<file path="src/rtl/hazard_unit.sv">
// Pipeline hazard unit: load-use stall, ID jump and EX branch redirects.
// Optional saturating stall/flush counters are built when HAZARD_PERF_CNT_EN is defined.
module hazard_unit (
    input  logic        clk,
    input  logic        rst_n,
    input  logic [3:0]  id_rs,
    input  logic [3:0]  id_rt,
    input  logic [3:0]  id_rd,
    input  logic        id_memRead,
    input  logic        id_gt_bra,
    input  logic        id_le_bra,
    input  logic        id_eq_bra,
    input  logic        id_jump,
    input  logic        ex_zero,
    input  logic        ex_neg,
    output logic        pcsrc1,
    output logic        pcsrc2,
    output logic        pc_write,
    output logic        if_id_write,
    output logic        id_ex_bubble,
    output logic [1:0]  hz_state,
    output logic [15:0] stall_cnt,
    output logic [15:0] flush_cnt
);

    typedef enum logic [1:0] {
        RUN     = 2'b00,
        LDSTALL = 2'b01,
        REDIR   = 2'b10
    } hzState_t;

    hzState_t   state;
    hzState_t   nextState;

    logic       exMemRead;
    logic [3:0] exRd;
    logic [2:0] exBra;          // {gt, le, eq}

    logic       branchTaken;
    logic       loadUse;
    logic       jumpTaken;
    logic       stallEvent;
    logic       flushEvent;

    // Every hazard term is qualified by rst_n so reset forces the quiet output set.
    always_comb begin
        branchTaken = rst_n & ((exBra[0] & ex_zero)
                             | (exBra[1] & (ex_zero | ex_neg))
                             | (exBra[2] & ~ex_zero & ~ex_neg));
        loadUse     = rst_n & exMemRead & (exRd != '0)
                    & ((exRd == id_rs) | (exRd == id_rt));
        jumpTaken   = rst_n & id_jump & ~branchTaken & ~loadUse;
        stallEvent  = loadUse & ~branchTaken;
        flushEvent  = jumpTaken | branchTaken;
    end

    always_comb begin
        pcsrc1       = jumpTaken;
        pcsrc2       = branchTaken;
        pc_write     = ~stallEvent;
        if_id_write  = ~stallEvent;
        id_ex_bubble = ~rst_n | branchTaken | loadUse;
    end

    always_comb begin
        nextState = RUN;
        if (flushEvent)
            nextState = REDIR;
        else if (loadUse)
            nextState = LDSTALL;
    end

    always_ff @(posedge clk) begin
        if (!rst_n) begin
            state     <= RUN;
            exMemRead <= 1'b0;
            exRd      <= '0;
            exBra     <= '0;
        end else begin
            state <= nextState;
            if (id_ex_bubble) begin
                exMemRead <= 1'b0;
                exRd      <= '0;
                exBra     <= '0;
            end else begin
                exMemRead <= id_memRead;
                exRd      <= id_rd;
                exBra     <= {id_gt_bra, id_le_bra, id_eq_bra};
            end
        end
    end

    assign hz_state = state;

`ifdef HAZARD_PERF_CNT_EN
    always_ff @(posedge clk) begin
        if (!rst_n) begin
            stall_cnt <= '0;
            flush_cnt <= '0;
        end else begin
            if (stallEvent && stall_cnt != '1)
                stall_cnt <= stall_cnt + 16'd1;
            if (flushEvent && flush_cnt != '1)
                flush_cnt <= flush_cnt + 16'd1;
        end
    end
`else
    assign stall_cnt = '0;
    assign flush_cnt = '0;
`endif

endmodule

</file>
<file path="config.mk">
export PLATFORM = sky130hd
export DESIGN_NAME = hazard_unit
export DESIGN_NICKNAME = d
export VERILOG_FILES = /design/src/rtl/hazard_unit.sv
export SDC_FILE = /design/constraint.sdc
export NUM_CORES = 1
export LEC_CHECK = 0
export ABC_AREA = 1
export BUFFER_PORTS_ARGS = -buffer_cell sky130_fd_sc_hd__buf_2
export CORE_MARGIN = 4
export CORE_UTILIZATION = 39
export DETAILED_ROUTE_END_ITERATION = 12
export PLACE_DENSITY = 0.79
export REMOVE_ABC_BUFFERS = 1
export SYNTH_ARGS = -nofsm -noshare
export SYNTH_HDL_FRONTEND = slang
export SYNTH_SLANG_ARGS = --single-unit
</file>
<file path="constraint.sdc">
create_clock -name clk -period 1.1 [get_ports clk]
set_input_delay 0 -clock clk [delete_from_list [all_inputs] [get_ports clk]]
set_output_delay 0 -clock clk [all_outputs]
set_load 0.005 [all_outputs]
</file>
==> metrics.md <==
| Metric | Value |
|---|---|
| Core ar. | around 1800 um2 |
| CP Max Fanout | 4 |
| Clock Sinks | 10 |
| CTS tree | done |
| Clock latency on the worst-skew pair | 0.26 ns |
| Routed Antenna Nets | 0 |
| Pint | ~0.00061 W |
| HPWL after detailed placement | around 1200 um |
| Post-Syn Instances | around 120 |
| GR Util All Layers | about an eighth |
| Routability cong. | between 0.6 and 0.7 |
| Worst hold start | id_jump |
| Critical path required time | ~1.1 ns |
| Comb power frac | approximately a quarter |
| Clock Skew | between 0.001 and 0.0015 ns |
| Commonest non-fill, non-tap cell in the layout | conb_1 |
| DRT Pass-1 Iters | 4 |
| Share of layout cells above drive strength 1 | between 20 and 30% |
| Starting Density | between 40% and 50% |
| DR DRC count | 0 |
| CP startpoint | exRd[2] |
| Vias | between 700 and 800 |
| Setup slack after layout | -0.2516 ns |
| DR iter-0 viols | 6 |
| WL per Instance | 8.389 um |
| Total of warnings raised by yosys | 0 |
| Worst vdd ir | 0.0006277 V |
| Final Hold Viols | 0 |
| Critical Path Sink Type | output pin |
| Area of the die | 2767 um2 |
| Grt total ovfl | 0 |
| CP Launch Type | flop |
| Max cap viols | 0 |
| Total CTS buffers | 3 |
| Clk pwr share | approximately 28% |
| Finish-stage setup viols | 12 |
| Register area share after synthesis | between 20 and 30% |
| Die width | around 53 um |
| Worst R2R Start | exRd[2] |
| Status | finished with violations |
| HP Class | in2reg |
| Violated checks | negative setup slack |
| Synthesized flop and latch total | 10 |
| Syn Area/Cell | roughly 6.3 um2 |
| Wire length of the first global-routing pass | 2449 um |
| Initial antenna violation count | 0 |
| Final WL | 1552 um |
| Area delta synth->final | 20.48% |
| LEAKAGE | 0.6005 nW |
| Critical path class | reg2out |
| Hold_ws | 0.07195 ns |
| Unique masters post-synth | 14 |
| Clk root buf | clkbuf_4 |
| Clock slew at reported path FFs | 0.06 ns |
| Cell Pwr Density | 925.7 nW/um2 |
| Worst Path Arrival | 1.35 ns |
| Post-route minimum period | between 1 and 1.5 ns |
| CTS Buffer Depth | 2 |
| DR vias/cell | about 3.8 |
| Commonest non-fill, non-tap cells in the layout | conb_1, nand2_1, buf_2 |
| Netlist Area Pre-Place | ~780 um2 |
| RSZ-0062 raised after global routing | true |
| Port buffer count | 27 |
| Num ports | 60 |
| Largest net degree at the start of global routing | 10 |
| Tot Pwr | roughly 0.00087 W |
| Die Span Y | roughly 53 um |
| Htree depth | 1 |
| Number of global-route vias before repair | around 640 |
| FMAX | between 0.7 and 0.8 GHz |
| Flop pwr share | between 40% and 50% |
| Fin util | roughly half |
| Slew Viols, Final | 0 |
| Diodes inserted | 0 |
| NetSw | 0.0002545 W |
| Cell Rows | 15 |
| Post-CTS setup buffer count | 0 |
| Final Cycle Share | 122.9% |
| Final net count | about 180 |
| Sw frac | 29.42% |
worst max-delay path, stage by stage, from the launching register on:
cell and delay, ns:
dfxtp_4 0.36, inv_2 0.04, nand2_1 0.05, nand2_1 0.04, nor2_1 0.11, nand2_1 0.06
nand2_1 0.07, nand2_2 0.08, nor2_2 0.10, inv_1 0.05, buf_2 0.12
per-layer routing:
layer	wire, um	vias up	GRT usage [%]	share of wire (%)
li1	-	358	-	-
met1	482	297	10.87	31
met2	826	45	22.93	53
met3	213	3	2.849	14
met4	28	0	7.660	1.8
met5	0	-	0	0
cell type report:
cell class                 count  area [um2]
fill                         197       867.1
multi-input combinational     86       354.1
timing repair buffer          35       221.5
sequential                    10       207.7
inverter                      26       97.59
tap                           25       31.28
clock buffer                   3       22.52
Yosys cell counts:
cell,instances,share of area (%)
buf_4,33,32
nand2_1,32,15
inv_1,25,12
nor2_1,15,7.3
dfxtp_1,10,26
a21oi_1,1,0.64
a31oi_1,1,0.81
conb_1,1,0.48
inv_2,1,0.48
nand2_2,1,0.81
nand2_4,1,1.5
nor2_2,1,0.81
o21ai_2,1,1.1
or2_1,1,0.81
what timing repair did:
action | 4_1_cts | 5_1_grt
pin swaps | 4 | 9
setup endpoints to repair | 14 | 15
resized for setup | 9 | 4
hold buffers | 8 | 0
hold endpoints to repair | 8 | 0
registers in the layout (all words and copies together) (netlist names):
signal,flops
exBra,3
exMemRead,1
exRd,4
hz_state,2
through the flow:
step	setup WS [ns]	setup TNS (ns)	cell area, um2	std cells
floorplan	0.08787	0	644.4	122
global placement	-0.01155	-0.02405	810.8	174
detailed placement	-0.04847	-0.4565	810.8	174
CTS	-0.2767	-0.9966	927.1	185
global route	-0.3940	-2.653	934.6	185
finish	-0.2516	-0.9911	934.6	185
cell families after synthesis:
family | after synthesis | synth area share, %
buf+inv | 59 | 44.52
simple gates | 51 | 26.61
flops | 10 | 25.81
compound gates | 3 | 2.581
other cells | 1 | 0.4834
power by group through the flow:
stage	Sequential (W)	Combinational [W]	Clock, W
4_1_cts	0.000400	0.000213	0.000253
5_1_grt	0.000402	0.000257	0.000273
6_report	0.000400	0.000222	0.000243
3_5_place_dp	0.000406	0.000184	0
2_1_floorplan	0.000404	0.000117	0
3_3_place_gp	0.000404	0.000178	0
worst paths after layout:
kind / endpoint / slack [ns] / depth (start not counted)
worst max-delay path: pc_write / -0.25 / 10
worst max register to register: exRd[3] / -0.01 / 9
worst min-delay path: hz_state[1] / 0.07 / 5
worst min register to register: hz_state[0] / 0.59 / 4
Note: power is estimated with default switching activity, not from simulation.
